==> src/rtl/fog_ma_pkg.sv <==
// Shared constants and helpers for the FOG boxcar averager.
// The rounding mode is chosen by the FOG_MA_ROUND_EN macro in fog_moving_average_mc.
package fog_ma_pkg;

    localparam int unsigned FOG_MA_DIN_W    = 14;
    localparam int unsigned FOG_MA_MAX_LOG2 = 6;
    localparam int unsigned SUM_W           = FOG_MA_DIN_W + FOG_MA_MAX_LOG2;
    localparam int unsigned DEPTH           = 2 ** FOG_MA_MAX_LOG2;

    function automatic int unsigned clog2(input int unsigned value);
        int unsigned r;
        r = 0;
        while ((32'd1 << r) < value) begin
            r = r + 1;
        end
        return r;
    endfunction

    // Window exponents above the buffer capacity saturate at the largest window.
    function automatic int unsigned clamp_k(input int unsigned sel,
                                           input int unsigned max_k = FOG_MA_MAX_LOG2);
        return (sel > max_k) ? max_k : sel;
    endfunction

endpackage

==> src/rtl/fog_ma_ring.sv <==
// Circular sample buffer for the boxcar averager. It has a synchronous write port
// and an asynchronous read port, so the oldest sample is available in the same cycle.
module fog_ma_ring
    import fog_ma_pkg::*;
#(
    parameter int unsigned DIN_W    = FOG_MA_DIN_W,
    parameter int unsigned MAX_LOG2 = FOG_MA_MAX_LOG2
) (
    input  logic                i_clk,
    input  logic                i_we,
    input  logic [MAX_LOG2-1:0] i_wp,
    input  logic [DIN_W-1:0]    i_din,
    input  logic [MAX_LOG2-1:0] i_rd_addr,
    output logic [DIN_W-1:0]    o_rd_data
);

    logic [DIN_W-1:0] mem_q [2**MAX_LOG2];

    always_ff @(posedge i_clk) begin
        if (i_we) begin
            mem_q[i_wp] <= i_din;
        end
    end

    assign o_rd_data = mem_q[i_rd_addr];

endmodule

==> src/rtl/fog_moving_average_mc.sv <==
// Runtime-configurable power-of-two boxcar averager for FOG demodulated samples.
// Defining FOG_MA_ROUND_EN selects round-half-up; otherwise the average is floored.
module fog_moving_average_mc
    import fog_ma_pkg::*;
#(
    parameter  int unsigned DIN_W    = FOG_MA_DIN_W,
    parameter  int unsigned MAX_LOG2 = FOG_MA_MAX_LOG2,
    localparam int unsigned KW       = clog2(MAX_LOG2 + 1)
) (
    input  logic             i_clk,
    input  logic             i_rst,
    input  logic             i_din_valid,
    input  logic [DIN_W-1:0] i_din,
    input  logic [KW-1:0]    i_win_sel,
    input  logic             i_clear,
    output logic             o_dout_valid,
    output logic [DIN_W-1:0] o_dout,
    output logic             o_full
);

    localparam int unsigned ACC_W = DIN_W + MAX_LOG2;
    localparam int unsigned FW    = MAX_LOG2 + 1;

    logic [MAX_LOG2-1:0]     wp_q, wp_d, rd_addr;
    logic [FW-1:0]           fill_q, fill_d, n_win;
    logic signed [ACC_W-1:0] sum_q, sum_d, din_ext, old_ext, acc_r;
    logic [KW-1:0]           k_q, k_sel;
    logic                    init_q;
    logic                    flush, accept, win_full, full_d;
    logic [DIN_W-1:0]        old_sample, avg;
    logic                    dout_valid_q, full_q;
    logic [DIN_W-1:0]        dout_q;

    fog_ma_ring #(
        .DIN_W    (DIN_W),
        .MAX_LOG2 (MAX_LOG2)
    ) u_ring (
        .i_clk     (i_clk),
        .i_we      (accept),
        .i_wp      (wp_q),
        .i_din     (i_din),
        .i_rd_addr (rd_addr),
        .o_rd_data (old_sample)
    );

    always_comb begin
        k_sel    = KW'(clamp_k(32'(i_win_sel), MAX_LOG2));
        // The first edge after reset only latches the exponent; it must not flush.
        flush    = i_clear || (init_q && (k_sel != k_q));
        accept   = i_din_valid && !flush;
        n_win    = FW'(1) << k_sel;
        rd_addr  = wp_q - MAX_LOG2'(n_win);
        win_full = (fill_q == n_win);
        din_ext  = {{MAX_LOG2{i_din[DIN_W-1]}}, i_din};
        old_ext  = win_full ? {{MAX_LOG2{old_sample[DIN_W-1]}}, old_sample} : '0;
        sum_d    = sum_q + din_ext - old_ext;
        fill_d   = win_full ? fill_q : fill_q + FW'(1);
        full_d   = (fill_d == n_win);
        wp_d     = wp_q + MAX_LOG2'(1);
        acc_r    = sum_d;
`ifdef FOG_MA_ROUND_EN
        if (k_sel != '0) begin
            acc_r = sum_d + (ACC_W'(1) << (k_sel - KW'(1)));
        end
`endif
        avg      = DIN_W'(acc_r >>> k_sel);
    end

    always_ff @(posedge i_clk or posedge i_rst) begin
        if (i_rst) begin
            wp_q         <= '0;
            fill_q       <= '0;
            sum_q        <= '0;
            k_q          <= '0;
            init_q       <= 1'b0;
            full_q       <= 1'b0;
            dout_q       <= '0;
            dout_valid_q <= 1'b0;
        end else begin
            init_q       <= 1'b1;
            k_q          <= k_sel;
            dout_valid_q <= 1'b0;
            if (flush) begin
                wp_q   <= '0;
                fill_q <= '0;
                sum_q  <= '0;
                full_q <= 1'b0;
            end else if (accept) begin
                wp_q   <= wp_d;
                fill_q <= fill_d;
                sum_q  <= sum_d;
                full_q <= full_d;
                if (full_d) begin
                    dout_q       <= avg;
                    dout_valid_q <= 1'b1;
                end
            end
        end
    end

    assign o_dout       = dout_q;
    assign o_dout_valid = dout_valid_q;
    assign o_full       = full_q;

endmodule

==> config.mk <==
export PLATFORM = sky130hd
export DESIGN_NAME = fog_moving_average_mc
export DESIGN_NICKNAME = d
export VERILOG_FILES = /design/src/rtl/fog_ma_pkg.sv /design/src/rtl/fog_ma_ring.sv /design/src/rtl/fog_moving_average_mc.sv
export SDC_FILE = /design/constraint.sdc
export NUM_CORES = 1
export LEC_CHECK = 0
export BUFFER_PORTS_ARGS = -buffer_cell sky130_fd_sc_hd__buf_4
export CELL_PAD_IN_SITES_DETAIL_PLACEMENT = 1
export CELL_PAD_IN_SITES_GLOBAL_PLACEMENT = 1
export CORE_ASPECT_RATIO = 0.8
export CORE_MARGIN = 3
export CORE_UTILIZATION = 55
export DETAILED_ROUTE_END_ITERATION = 8
export PLACE_DENSITY_LB_ADDON = 0.1
export SLEW_MARGIN = 20
export SYNTH_ARGS = -nofsm -noshare
export SYNTH_HDL_FRONTEND = slang
export SYNTH_SLANG_ARGS = --single-unit
==> constraint.sdc <==
create_clock -name i_clk -period 7.7 [get_ports i_clk]
set_clock_uncertainty 0.15 [all_clocks]
set_input_delay 0 -clock i_clk [delete_from_list [all_inputs] [get_ports i_clk]]
set_output_delay 0 -clock i_clk [all_outputs]
set_load 0.1 [all_outputs]
==> impl_metrics.ini, run 1 <==
[sta]
setup_slack_ps = 255
max_freq_ghz = 0.134
fin_crit_sh = 0.967
finalSetupViolCount = 0
min_period_ps = 7440
slew_headroom = 0.203
hold_viol = 0
finalSetupTns_ps = 0
worstMarginPinSlew_ps = 1190
report.final.slew_viol_count = 0
rsz0062_at_grt = no

[setup_path]
cp_slowest_stage_delay_ps = 830
worstSetupStartpoint = i_win_sel[2]
worstPathMaxFanout = 44
r2r_slack_ps = 270
worst_setup_path_end_kind = register
rr_worst_depth = 22
critPathSlowestCell = fa_4
r2r-start = wp_q[0]
worst_setup_path_start_kind = input pin
path_class = in -> reg
reg2reg_to = o_dout[9]
arrival_ps = 7890
crit_required_ps = 8150

[drt]
drt_first_pass_iters = 5
first_iter_violations = 2100
ant_nets = 0
wl_per_cell_um = 32.1
via_count = 20300
drc = 0
wl_um = 101000
drt-vias-per-instance = 6.45

[finish]
fin_area_um2 = 44700
final_nets = 2207
fillers = 5828
syn2layout_area_growth_pct = 12.8
drive_gt1_frac = 0.272
regArea_um2 = 28200
layoutNonFillerInstCount = 3151
multi_input_area_um2 = 10700

[synth]
yosysSeqAreaShare = 0.713
synth_cells = 2027
synth_cell_types = 84
synth_top_family_by_area = multiplexers
yosys_warnings = 0
yosysTopAreaCellShare = 0.680
synth_area_leaders = edfxtp_1 (68%), mux4_2 (16%), dfrtp_1 (3.4%)
avgSynthCellArea_um2 = 19.5
synth-main-ff-cell = edfxtp_1
yosys.area_share.xor_xnor = 0.00885
synthMuxAreaShare = 0.172
synth_compound_area_frac = 0.0324
synth_fa_ha_area_frac = 0.0190
synth-edff-count = 896
synth_nets = 2096
yosys_register_bits = 949
synth_area_um2 = 39600
synth-simple-area-share = 0.0329
async_flop_share = 0.0558
synth_top_area_cell = edfxtp_1

[hold_path]
whs_path_depth = 2
hold_start = i_win_sel[2]
hold_end = k_q[2]
hold_class = in -> reg

[clocking]
clk_pin_slew_ps = 60
cts_tree = built
clk_latency_ps = 680
cts.sinks = 949
cts_buffers = 91
ctsRootBufferMaster = clkbuf_16
clock_path_buffers = 3
htreeDepth = 3

[placement]
place_area_um2 = 41300
placed_cells = 2949
gp_congestion = 0.857
io_buffers = 36
dpl.hpwl_um = 60500
post-place-ws_ps = 521

[floorplan]
io_pins = 37
dieArea_um2 = 75300
die_w_um = 306
initial_core_util = 0.559
fp-row-count = 87
core_area_um2 = 70900
fp.dieH_um = 246

[global_route]
met1_usage = 0.395
grt_max_degree = 66
grt_pass1_wl_um = 149000
grtUsageTotal = 0.277
use_met3 = 0.0628
grt_pass1_vias = 21300
busiest_layer = met2
grt_util_met2 = 0.443
grt-ovfl-total = 0
antenna_found_initial = 8

[run_status]
outcome = finished, final reports clean

[power_and_ir_drop]
power_density_nw_per_um2 = 288
vdd_drop_max_v = 0.000276
power_leakage_nw = 14.8

[job]
drv_cap = 0
-- sequential cells by signal, indices dropped and copies added (netlist names) --
name          count
o_full            1
u_ring.mem_q    896
init_q            1
sum_q            20
k_q               3
o_dout_valid      1
wp_q              6
o_dout           14
fill_q            7
-- final cells by class --
class,count,area share
sequential,949,0.632
multi-input combinational,871,0.239
clock buffer,105,0.0522
timing repair buffer,138,0.0280
tap,934,0.0262
clock inverter,65,0.0150
inverter,87,0.00739
antenna,2,0.000112
-- power by group --
part | total [mW] | switching [mW] | leakage (nW) | internal [mW]
clock network | 4.52 | 1.96 | 1.48 | 2.56
logic | 2.61 | 1.66 | 4.55 | 0.944
registers | 5.75 | 0.0414 | 8.75 | 5.71
total | 12.9 | 3.66 | 14.8 | 9.22
-- how the worst max path moves through the flow --
stage / end / depth (start not counted)
6_report: o_dout[9] / 25
5_1_grt: o_dout[9] / 25
4_1_cts: o_dout[9] / 21
3_5_place_dp: o_dout[13] / 21
3_3_place_gp: o_dout[8] / 20
2_1_floorplan: o_dout[9] / 22
-- metal layers --
metal | routed length, µm | vias to the layer above
li1 | - | 8466
met1 | 41800 | 11000
met2 | 49000 | 734
met3 | 8050 | 141
met4 | 2350 | 2
met5 | 13 | -
-- synthesized netlist by cell type, drive strengths merged, types with 18 or more instances --
| cell | instances |
|---|---|
| edfxtp | 896 |
| mux4 | 282 |
| nor2 | 136 |
| inv | 83 |
| clkbuf | 67 |
| buf | 53 |
| dfrtp | 53 |
| a211oi | 42 |
| nand2 | 41 |
| a21oi | 38 |
| mux2i | 36 |
| ha | 28 |
| o21ai | 27 |
| xnor2 | 22 |
| fa | 20 |
| and3 | 19 |
| xor2 | 18 |
-- stage by stage --
| step | hold WS, ps | total power [mW] | utilization |
|---|---|---|---|
| 4_1_cts | 12.8 | 12.9 | 0.629 |
| 6_report | 63.4 | 12.9 | 0.630 |
| 2_1_floorplan | -51.1 | 7.62 | - |
| 3_3_place_gp | 127 | 8.37 | 0.582 |
| 3_5_place_dp | 140 | 8.41 | 0.583 |
| 5_1_grt | 37.2 | 13.4 | 0.630 |
-- worst max-delay path, delay by kind of cell --
family	cells	cell delay, ps
buffers and inverters	10	2540
AO/OA/AOI/OAI	2	310
multiplexers	4	1720
adder cells (fa/ha/maj)	3	1730
XOR/XNOR	1	310
AND/OR/NAND/NOR	5	1210
-- timing repair --
item,4_1_cts,5_1_grt
setup endpoints to repair,0,2
hold buffers,25,0
setup buffers,0,5
resized for setup,0,4
endpoints found under the hold margin,999,0
-- logic make-up (layout without fill, tap and decap cells) --
logic type,count (synthesis),count (layout)
muxes,325,325
other,1,3
adders and majority gates,48,48
DFF,949,949
buffers and inverters,207,395
and+or+nand+nor,271,271
xor gates and xnor gates,40,40
AOI/OAI and AO/OA,186,186
-- cells in the final DEF (no fill, tap or decap), types with 8 or more instances in the layout --
cell type	instances
ha_1	27
a21oi_1	36
a211oi_1	40
nand3_1	12
fa_1	19
or3_1	11
dlygate4sd3_1	25
nand4_1	8
inv_1	79
xnor2_1	20
nor2_4	13
clkbuf_1	14
clkbuf_16	91
o21ai_0	20
clkinv_1	22
xor2_1	18
o211ai_1	8
nor2_1	100
buf_4	101
mux4_2	282
nor2_2	23
bufinv_16	11
buf_12	12
clkinv_2	23
dfrtp_1	53
and3_1	19
a31oi_1	10
edfxtp_1	896
mux2i_1	36
nand2_1	40
Power figures use the tool's default switching activity.
==> run 2, diff against run 1 <==
--- a/config.mk
+++ b/config.mk
@@ -12,7 +12,9 @@
 export CORE_MARGIN = 3
 export CORE_UTILIZATION = 55
 export DETAILED_ROUTE_END_ITERATION = 8
+export GPL_TIMING_DRIVEN = 0
 export PLACE_DENSITY_LB_ADDON = 0.1
+export SKIP_CTS_REPAIR_TIMING = 1
 export SLEW_MARGIN = 20
 export SYNTH_ARGS = -nofsm -noshare
 export SYNTH_HDL_FRONTEND = slang
==> run 2 against run 1 <==
Against the previous run:
- the run now ends with hold timing left
- critical path depth decreased by 5
- core utilization increased by 0.57 points
- wire length increased by 3.1%
- via count increased by 2.8%
- register-to-register slack got worse by 110 ps
- worst hold slack got worse by 100 ps
- combinational power increased by 3%
- maximum frequency decreased by 1.2%
- final cell count increased by 2.7%
- clock power decreased by 4%
- count of clock-buffer cells in the layout increased by 4
- critical endpoint unchanged
- largest cell class unchanged
- largest power group unchanged
==> impl_metrics.ini, run 2 (same netlist as run 1, synthesis figures left out) <==
[global_route]
grt_pass1_vias = 22000
grtUsageTotal = 0.283
grt-ovfl-total = 0
grt_max_degree = 67
antenna_found_initial = 2
grt_pass1_wl_um = 152000

[placement]
post-place-ws_ps = -1250
dpl.hpwl_um = 70200
placed_cells = 3043
place_area_um2 = 41800
gp_congestion = 0.887
io_buffers = 35

[drt]
drt_first_pass_iters = 5
first_iter_violations = 2348
drt-vias-per-instance = 6.46
ant_nets = 0
wl_um = 104000
drc = 0
via_count = 20900
wl_per_cell_um = 32.3

[power_and_ir_drop]
pwr-share-clk = 0.338
seq_power_share = 0.451
power_switching_mw = 3.73
vdd_drop_max_v = 0.000255
p_sw_frac = 0.292
intPower_mw = 9.04
power_leakage_nw = 14.9
power_density_nw_per_um2 = 283
p_comb_frac = 0.211

[finish]
layout_commonest_cell = edfxtp_1
regArea_um2 = 28200
final_nets = 2294
drive_gt1_frac = 0.293
fillers = 5826
largest_reg_flops = 896
syn2layout_area_growth_pct = 13.9
mostFrequentLayoutCells = edfxtp_1 (896), mux4_2 (282), clkbuf_16 (92)
layoutNonFillerInstCount = 3235
fin_area_um2 = 45100
top_register = u_ring.mem_q
multi_input_area_um2 = 10800

[setup_path]
rr_worst_depth = 20
reg2reg_to = o_dout[9]
arrival_ps = 7930
r2r-start = wp_q[0]
worstPathMaxFanout = 10
path_class = reg -> reg
crit_required_ps = 8100
r2r_slack_ps = 160
worst_setup_path_start_kind = register
worst_setup_path_end_kind = register

[clocking]
clk_latency_ps = 670
cts_buffers = 91
clk_pin_slew_ps = 70
htreeDepth = 3
clock_path_buffers = 3
ctsRootBufferMaster = clkbuf_16
cts_tree = built
cts.sinks = 949

[floorplan]
io_pins = 37
fp-row-count = 87
initial_core_util = 0.559
fp.dieH_um = 246
dieArea_um2 = 75300
core_area_um2 = 70900
die_w_um = 306

[sta]
slew_headroom = 0.290
fin_crit_sh = 0.979
worstMarginPinSlew_ps = 1060
max_freq_ghz = 0.133
setup_slack_ps = 165
hold_slack_ps = -38.3
hold_viol = 1
finalSetupTns_ps = 0
finalSetupViolCount = 0
rsz0062_at_grt = no
report.final.slew_viol_count = 0
min_period_ps = 7540

[hold_path]
whs_path_depth = 5
hold_end = o_dout[7]
hold_class = in -> reg
hold_start = i_win_sel[2]

[run_status]
failed_checks = hold timing
outcome = finished with violations

[job]
drv_cap = 0
[run 2: layer usage]
layer,track usage,share of wire
met1,0.405,0.42
met2,0.443,0.48
met3,0.0578,0.072
met4,0.0948,0.030
met5,0,0.00012
[run 2: worst max path at each step]
stage	depth (start not counted)	to	start	slack, ps
after global placement	25	o_dout[9]	i_win_sel[2]	-1210
after floorplan	22	o_dout[9]	wp_q[0]	1440
after global routing	20	o_dout[13]	wp_q[0]	10
after CTS	22	o_dout[9]	wp_q[0]	-1280
after detailed placement	24	o_dout[9]	i_win_sel[2]	-1250
final	20	o_dout[9]	wp_q[0]	160
[run 2: layout make-up]
type	count	area share
clock inverters	59	0.0107
inverters	87	0.00730
diodes	1	0.0000555
multi-input cells	871	0.239
well taps	934	0.0259
plain buffers	119	0.0132
clock buffers	109	0.0527
repair buffers	106	0.0244
flip-flops and latches	949	0.626
[run 2: worst max-delay path, cell delays in order, from the launching register on]
cell and delay, ps:
dfrtp_1 500, inv_1 140, ha_1 250, fa_2 720, clkbuf_2 340, buf_2 450
mux4_2 390, mux4_2 530, a211oi_1 610, a211oi_1 160, fa_1 540, inv_1 60
ha_1 290, a211oi_1 460, o31ai_1 230, a21oi_1 250, a21oi_1 110, xnor2_1 240
mux4_2 580, or2_0 230, a31oi_1 190
[run 2: through the flow]
step                hold slack [ps]  utilization  power [mW]
floorplan                     -51.1            -        7.62
global placement                336        0.579        8.36
detailed placement             -117        0.590        8.44
CTS                            -809        0.630        12.7
global route                   10.4        0.636        13.2
finish                        -38.3        0.636        12.8
[run 2: power groups by stage]
stage,logic (mW),clock network [mW],registers (mW)
6_report,2.70,4.32,5.75
2_1_floorplan,1.50,0,6.12
5_1_grt,2.89,4.59,5.76
3_5_place_dp,2.58,0,5.86
3_3_place_gp,2.50,0,5.86
4_1_cts,2.60,4.38,5.75
==> run 3, diff against run 2 <==
--- a/config.mk
+++ b/config.mk
@@ -12,7 +12,6 @@
 export CORE_MARGIN = 3
 export CORE_UTILIZATION = 55
 export DETAILED_ROUTE_END_ITERATION = 8
-export GPL_TIMING_DRIVEN = 0
 export PLACE_DENSITY_LB_ADDON = 0.1
 export SKIP_CTS_REPAIR_TIMING = 1
 export SLEW_MARGIN = 20
==> run 3 against run 2 <==
Against the previous run:
- the flow now finishes without violations
- count of clock-buffer cells in the layout shrank 4
- global-route usage shrank 0.63 points
- maximum frequency grew 5.9%
- sequential power is essentially flat
- worst hold slack gained 89 ps
- total power grew 0.52%
- critical path depth shrank 2
- final cell count shrank 2.9%
- combinational power shrank 5%
- largest power group unchanged
- highest routed layer unchanged
==> impl_metrics.ini, run 3 (same netlist as run 1, synthesis figures left out) <==
[sta]
setup_slack_ps = 584
finalSetupTns_ps = 0
report.final.slew_viol_count = 0
slew_headroom = 0.230
finalSetupViolCount = 0
max_freq_ghz = 0.141
rsz0062_at_grt = no
hold_viol = 0
min_period_ps = 7120
worstMarginPinSlew_ps = 1150
fin_crit_sh = 0.924

[finish]
multi_input_area_um2 = 10700
layout_commonest_cell = edfxtp_1
final_core_util = 0.629
regArea_um2 = 28200
final_nets = 2199
syn2layout_area_growth_pct = 12.6
top_register = u_ring.mem_q
largest_reg_flops = 896
layoutNonFillerInstCount = 3142
mostFrequentLayoutCells = edfxtp_1 (896), mux4_2 (282), nor2_1 (100)
drive_gt1_frac = 0.269
fin_area_um2 = 44600
fillers = 5830

[global_route]
grt_pass1_wl_um = 148000
grt-ovfl-total = 0
grtUsageTotal = 0.277
grt_pass1_vias = 21200
grt_max_degree = 66
antenna_found_initial = 9

[floorplan]
die_w_um = 306
core_area_um2 = 70900
fp.dieH_um = 246
io_pins = 37
dieArea_um2 = 75300
initial_core_util = 0.559
fp-row-count = 87

[placement]
gp_congestion = 0.857
dpl.hpwl_um = 60500
placed_cells = 2949
post-place-ws_ps = 521
io_buffers = 36
place_area_um2 = 41300

[clocking]
htreeDepth = 3
clock_path_buffers = 3
clk_latency_ps = 680
cts_buffers = 91
ctsRootBufferMaster = clkbuf_16
cts.sinks = 949
clk_pin_slew_ps = 60
cts_tree = built

[job]
drv_cap = 0

[drt]
wl_um = 101000
ant_nets = 0
first_iter_violations = 2213
drt-vias-per-instance = 6.44
wl_per_cell_um = 32.2
drc = 0
drt_first_pass_iters = 5
via_count = 20200

[run_status]
outcome = finished, final reports clean

[power_and_ir_drop]
seq_power_share = 0.448
intPower_mw = 9.20
power_density_nw_per_um2 = 288
vdd_drop_max_v = 0.000277
power_leakage_nw = 14.7
p_sw_frac = 0.284
power_switching_mw = 3.64
pwr-share-clk = 0.352
p_comb_frac = 0.200

[setup_path]
r2r-start = wp_q[0]
r2r_slack_ps = 580
arrival_ps = 7460
worstPathMaxFanout = 20
cp_cell_sequence = inv_1 > ha_4 > fa_4 > buf_4 > mux4_2 > mux4_2 > a211oi_1 > a211o_1 > fa_1 > ha_1 > a211oi_1 > a2bb2oi_1 > a21oi_2 > o21a_1 > o31ai_1 > mux2i_1 > o211ai_1 > a31oi_1
rr_worst_depth = 18
crit_required_ps = 8050
path_class = reg -> reg
critPathSlowestCell = fa_4
cp_top_family = compound AO/OA/AOI/OAI gates
cp_slowest_stage_delay_ps = 1130
reg2reg_to = o_dout[8]
worst_setup_path_end_kind = register
cp.buffers_inverters = 2
worst_setup_path_start_kind = register

[hold_path]
hold_end = k_q[2]
whs_path_depth = 2
hold_start = i_win_sel[2]
hold_class = in -> reg
## run 3: cell count changes in the layout (fill, tap and decap cells not counted), sizes merged
cell	delta
clkinvlp	-5
bufinv	+6
inv	+4
buf	-25
dlygate4sd3	-2
clkinv	+1
clkbuf	-72
## run 3: worst max path at each step
stage                 startpoint         end  slack [ps]  cells after the start
global route        i_win_sel[2]   o_dout[8]         220                     21
floorplan                wp_q[0]   o_dout[9]        1440                     22
global placement    i_win_sel[2]   o_dout[8]         630                     20
finish                   wp_q[0]   o_dout[8]         580                     18
CTS                      wp_q[0]  o_dout[13]         630                     18
detailed placement  i_win_sel[2]  o_dout[13]         520                     21
## run 3: power groups by stage
stage	Sequential, mW	Clock [mW]	Combinational (mW)
after global placement	5.85	0	2.51
after detailed placement	5.86	0	2.55
after global routing	5.76	4.81	2.78
after CTS	5.75	4.59	2.57
after floorplan	6.12	0	1.50
final	5.75	4.52	2.57
## run 3: final cells by class
| type | instances | share of cell area |
|---|---|---|
| antenna | 1 | 0.0000561 |
| timing repair buffer | 130 | 0.0262 |
| sequential | 949 | 0.633 |
| clock inverter | 65 | 0.0151 |
| inverter | 87 | 0.00733 |
| multi-input combinational | 871 | 0.239 |
| clock buffer | 105 | 0.0523 |
| tap | 934 | 0.0262 |
## run 3: routing by layer
metal	part of all wire	vias to the layer above	global-route usage
li1	-	8440	-
met1	0.41	10900	0.395
met2	0.48	743	0.441
met3	0.079	137	0.0629
met4	0.023	2	0.0676
met5	0.00013	-	0
## run 3: through the flow
stage          hold WS [ps]  total power, mW
3_3_place_gp            127             8.37
6_report               50.9             12.8
5_1_grt                30.4             13.3
4_1_cts                -594             12.9
2_1_floorplan         -51.1             7.62
3_5_place_dp            140             8.41
## run 3: worst register-to-register path, delay by kind of cell (launching register included)
family	cells	cell delay, ps
AOI/OAI and AO/OA	9	2340
adders and majority gates	4	2130
buffers and inverters	2	550
DFF	1	480
muxes	3	1290
